File: src/rtl/demux_1x2_stream.sv
// demux_1x2_stream: packet-level 1-to-2 valid/ready stream demultiplexer.
//
// The destination of each packet is sampled from in_sel on the packet's first
// beat and then held until the packet's last beat. Every output has its own
// one-entry register stage, so a stalled consumer only blocks packets that are
// headed to that consumer.
//
// A packet that reaches MAX_BEATS beats without in_last is cut short. Its
// MAX_BEATS-th beat is sent out with last=1, the sticky pkt_err flag is set,
// and the beat after it starts a new packet.
//
// Optional feature: define DEMUX_STATS_EN to add pkt_cnt0/pkt_cnt1. These are
// wrapping 16-bit counters of packets delivered on each output.
//
// Ports:
//   clk, rst_n                 clock (rising edge), async active-low reset
//   in_valid/in_ready          input handshake (in_ready is combinational)
//   in_data, in_sel, in_last   input payload, destination, end of packet
//   outN_valid/outN_ready      output handshakes, N = 0,1
//   outN_data, outN_last       registered output payload and last flag
//   pkt_cnt0, pkt_cnt1         delivered packet counts (DEMUX_STATS_EN only)
//   pkt_err                    sticky forced-termination flag
module demux_1x2_stream #(
  parameter int unsigned WIDTH     = 8,
  parameter int unsigned MAX_BEATS = 16
) (
  input  logic             clk,
  input  logic             rst_n,
  input  logic             in_valid,
  output logic             in_ready,
  input  logic [WIDTH-1:0] in_data,
  input  logic             in_sel,
  input  logic             in_last,
  output logic             out0_valid,
  input  logic             out0_ready,
  output logic [WIDTH-1:0] out0_data,
  output logic             out0_last,
  output logic             out1_valid,
  input  logic             out1_ready,
  output logic [WIDTH-1:0] out1_data,
  output logic             out1_last,
`ifdef DEMUX_STATS_EN
  output logic [15:0]      pkt_cnt0,
  output logic [15:0]      pkt_cnt1,
`endif
  output logic             pkt_err
);

  localparam int unsigned CW = $clog2(MAX_BEATS + 1);

  typedef enum logic {
    ST_IDLE = 1'b0,
    ST_BUSY = 1'b1
  } state_t;

  state_t        state_q, state_d;
  logic          lock_sel_q, lock_sel_d;
  logic [CW-1:0] beat_cnt_q, beat_cnt_d;

  logic          cur_sel_c;
  logic [CW-1:0] beat_num_c;
  logic          accept_c;
  logic          at_max_c;
  logic          eff_last_c;
  logic          forced_c;
  logic          load0_c;
  logic          load1_c;

  // State register: FSM state, the locked destination and the beat counter.
  always_ff @(posedge clk or negedge rst_n) begin
    if (!rst_n) begin
      state_q    <= ST_IDLE;
      lock_sel_q <= 1'b0;
      beat_cnt_q <= '0;
    end else begin
      state_q    <= state_d;
      lock_sel_q <= lock_sel_d;
      beat_cnt_q <= beat_cnt_d;
    end
  end

  // Next-state logic. A single-beat packet leaves the FSM in IDLE.
  always_comb begin
    state_d    = state_q;
    lock_sel_d = lock_sel_q;
    beat_cnt_d = beat_cnt_q;
    if (accept_c) begin
      case (state_q)
        ST_IDLE: begin
          lock_sel_d = in_sel;
          if (!in_last) begin
            state_d    = ST_BUSY;
            beat_cnt_d = CW'(1);
          end
        end
        ST_BUSY: begin
          if (eff_last_c) begin
            state_d    = ST_IDLE;
            beat_cnt_d = '0;
          end else begin
            beat_cnt_d = beat_num_c;
          end
        end
        default: state_d = ST_IDLE;
      endcase
    end
  end

  // Output/steering logic. beat_num_c is the 1-based index of the beat being
  // offered now. in_ready depends only on the chosen output register and its
  // consumer, never on in_valid.
  always_comb begin
    cur_sel_c  = (state_q == ST_IDLE) ? in_sel : lock_sel_q;
    beat_num_c = (state_q == ST_IDLE) ? CW'(1) : CW'(beat_cnt_q + CW'(1));
    in_ready   = cur_sel_c ? (~out1_valid | out1_ready)
                           : (~out0_valid | out0_ready);
    accept_c   = in_valid & in_ready;
    at_max_c   = (beat_num_c == CW'(MAX_BEATS));
    eff_last_c = in_last | at_max_c;
    forced_c   = accept_c & at_max_c & ~in_last;
    load0_c    = accept_c & ~cur_sel_c;
    load1_c    = accept_c & cur_sel_c;
  end

  // Output 0 register stage. A load in the same cycle as a drain takes priority.
  always_ff @(posedge clk or negedge rst_n) begin
    if (!rst_n) begin
      out0_valid <= 1'b0;
      out0_data  <= '0;
      out0_last  <= 1'b0;
    end else if (load0_c) begin
      out0_valid <= 1'b1;
      out0_data  <= in_data;
      out0_last  <= eff_last_c;
    end else if (out0_valid && out0_ready) begin
      out0_valid <= 1'b0;
    end
  end

  // Output 1 register stage.
  always_ff @(posedge clk or negedge rst_n) begin
    if (!rst_n) begin
      out1_valid <= 1'b0;
      out1_data  <= '0;
      out1_last  <= 1'b0;
    end else if (load1_c) begin
      out1_valid <= 1'b1;
      out1_data  <= in_data;
      out1_last  <= eff_last_c;
    end else if (out1_valid && out1_ready) begin
      out1_valid <= 1'b0;
    end
  end

  // Sticky forced-termination flag.
  always_ff @(posedge clk or negedge rst_n) begin
    if (!rst_n) begin
      pkt_err <= 1'b0;
    end else if (forced_c) begin
      pkt_err <= 1'b1;
    end
  end

`ifdef DEMUX_STATS_EN
  // Delivered-packet counters. They wrap naturally at 16 bits.
  always_ff @(posedge clk or negedge rst_n) begin
    if (!rst_n) begin
      pkt_cnt0 <= '0;
      pkt_cnt1 <= '0;
    end else begin
      if (out0_valid && out0_ready && out0_last) pkt_cnt0 <= pkt_cnt0 + 16'd1;
      if (out1_valid && out1_ready && out1_last) pkt_cnt1 <= pkt_cnt1 + 16'd1;
    end
  end
`endif

endmodule

File: config.mk
export PLATFORM = sky130hd
export DESIGN_NAME = demux_1x2_stream
export DESIGN_NICKNAME = d
export VERILOG_FILES = /design/src/rtl/demux_1x2_stream.sv
export SDC_FILE = /design/constraint.sdc
export NUM_CORES = 1
export LEC_CHECK = 0
export ABC_AREA = 1
export BUFFER_PORTS_ARGS = -buffer_cell sky130_fd_sc_hd__buf_2
export CAP_MARGIN = 20
export CORE_AREA = 2 2 70 72
export CTS_CLUSTER_SIZE = 16
export DETAILED_ROUTE_END_ITERATION = 16
export DIE_AREA = 0 0 72 74
export SLEW_MARGIN = 20
export SYNTH_ARGS = -nofsm -noshare
export SYNTH_HDL_FRONTEND = slang
export SYNTH_SLANG_ARGS = --single-unit
File: constraint.sdc
create_clock -name clk -period 1.9 [get_ports clk]
set_input_delay 0 -clock clk [delete_from_list [all_inputs] [get_ports clk]]
set_output_delay 0 -clock clk [all_outputs]
set_load 0.1 [all_outputs]
==> impl_metrics.csv <==
group,metric,value,unit
cts,cts_tree,"yes",
synthesis,yosys_register_bits,28,
setup_path,critPathMaxFanout,9,
detailed_routing,ant_nets,0,
synthesis,synth_common_cells,"nand2_1 (44), dfrtp_1 (28), inv_1 (16)",
sta,min_period,1.692,ns
cts,post_cts_buffers,0,
floorplanning,std_cell_rows,25,
grt,grt_pass1_vias,1023,
cts,cts_buffer_depth,2,
cts,insertion_delay,0.27,ns
cts,root_buffer,"clkbuf_8",
final_layout,drive_gt1_share,37.37,%
sta,finalCritPeriodShare,89.06,%
sta,max_slew_margin,58.38,%
sta,rsz0062_at_grt,"false",
detailed_routing,drt_drc_violations_left,0,
setup_path,r2r_start,"beat_cnt_q[0]",
floorplanning,die_x,72,um
synthesis,syn_inst,144,
place,dp_hpwl,1863,um
sta,slew_viol_final,0,
cts,numCtsBuffers,3,
flow_run,maxCapViolCount,0,
setup_path,startpoint_type,"flip-flop",
cts,path_clk_slew,0.10,ns
sta,skew,0.003009,ns
outcome,status,"completed",
detailed_routing,detail_route.wl_per_cell,10.92,um
final_layout,final_nets,207,
setup_path,crit_required,1.90,ns
synthesis,synthTopCellsByArea,"dfrtp_1 (52%), nand2_1 (12%), o21ai_2 (9.8%)",
sta,setup_viol,0,
min_path,hold_class,"in2reg",
min_path,min_from,"in_data[5]",
grt,antenna_found_initial,0,
final_layout,areaGrowthSynthToFinish,27.12,%
setup_path,cp_data_arrival_time,1.69,ns
setup_path,end_kind,"primary output",
synthesis,netlist_area,1343,sq um
final_layout,diodes,0,
synthesis,synth_top_cell_by_area,"dfrtp_1",
sta,max_clock_freq,591.0,MHz
sta,hold_violations,0,
grt,grt_max_degree,29,
place,gp_congestion,0.7670,
detailed_routing,routed_wl,2664,um
synthesis,synth_top_area_share,52.19,%
detailed_routing,drtPass1Iterations,2,
synthesis,ys_warn_count,0,
synthesis,async_flop_share,100.0,%
floorplanning,die_h,74,um
floorplanning,pin_count,37,
floorplanning,start_util,29.20,%
setup_path,critical_path.startpoint,"state_q",
sta,tightest_slew,0.6242,ns
sta,fin_setup_tns,0,ns
setup_path,path_class,"reg2out",
detailed_routing,num_vias,1041,
synthesis,synth_edf_count,0,
place,numPortBuffers,36,
synthesis,syn-num-nets,160,
synthesis,ys_seq_area_share,52.19,%
synthesis,synth_most_common_cell,"nand2_1",
cts,cts_sinks,28,
sta,holdWs,0.004375,ns
cts,htree_levels,1,
synthesis,yosysUniqueCellTypes,20,
detailed_routing,drt-initial-drc-count,40,
floorplanning,coreArea,4598,sq um
synthesis,yosys_most_used_dff,"dfrtp_1",
floorplanning,die_area,5328,sq um
grt,grt.overflow.total,0,
synthesis,syn_avg_cell_area,9.323,sq um
grt,grt_pass1_wl,4698,um
detailed_routing,viasPerCell,4.266,
grt,grt_usage,11.34,%
==> flip-flops by register name, summed over array words and instances (netlist names) <==
name,cells
out0_data,8
out1_data,8
beat_cnt_q,5
lock_sel_q,1
out0_last,1
out0_valid,1
out1_last,1
out1_valid,1
pkt_err,1
state_q,1
==> kinds of logic after synthesis <==
group | Yosys count | synth area share (%)
AND/OR/NAND/NOR | 70 | 25.54
buffers and inverters | 22 | 8.388
AO/OA/AOI/OAI | 23 | 12.95
flip-flops | 28 | 52.19
adder cells (fa/ha/maj) | 1 | 0.9318
==> timing repair <==
item,in CTS,in global routing
hold buffers,9,0
hold endpoints to repair,41,0
endpoints found under the setup margin,0,1
resized for setup,0,1
==> layer usage <==
| layer | vias up | track usage, % | part of all wire [%] |
|---|---|---|---|
| li1 | 542 | - | - |
| met1 | 474 | 14.93 | 49 |
| met2 | 23 | 18.42 | 45 |
| met3 | 2 | 3.523 | 5.1 |
| met4 | 0 | 2.725 | 0.64 |
| met5 | - | 0 | 0 |
==> placed cells by master, fill, tap and decap left out, drive strengths merged <==
cell type and count:
dlygate4sd3 9, nand3b 1, ha 1, clkbuf 4, inv 19, o21ai 21, dfrtp 28, or2 1
nand2 50, buf 36, nand3 9, o21bai 1, nand4 1, a21oi 1, nor2 8
==> path summary, 6_finish.rpt <==
path	cells after the start	slack [ns]	end
min reg2reg	1	0.48	pkt_err
max reg2reg	8	0.27	beat_cnt_q[0]
max	5	0.21	in_ready
min in group asynchronous	2	0.27	pkt_err
min	3	0.004	out0_data[5]
max in group asynchronous	2	1.20	out0_valid
==> metrics by stage <==
step / cell area [sq um] / utilization, % / cells / setup slack (ns)
2_1_floorplan: 1345 / - / 144 / 0.09167
3_5_place_dp: 1559 / 33.90 / 231 / 0.2410
6_report: 1707 / 37.12 / 244 / 0.2079
5_1_grt: 1707 / 37.12 / 244 / 0.03007
4_1_cts: 1704 / 37.06 / 244 / 0.1940
3_3_place_gp: 1559 / 33.90 / 231 / 0.3005
==> worst max-delay path: stages (launching register included) <==
cell	delay, ns
dfrtp_1	0.59
nand2_2	0.14
nand2_4	0.12
nand2_2	0.06
nand2_4	0.08
buf_2	0.43
==> area by class of cell <==
cell class | instances | area [sq um]
multi-input cells | 94 | 531.8
well taps | 54 | 67.56
repair buffers | 45 | 270.3
inverters | 19 | 78.83
clock buffers | 4 | 55.05
flip-flops and latches | 28 | 703.2
fillers | 488 | 2892
Power is left out: the tool's default activity adds up to more than one toggle a clock period on the data nets, which glitch-free logic cannot reach.
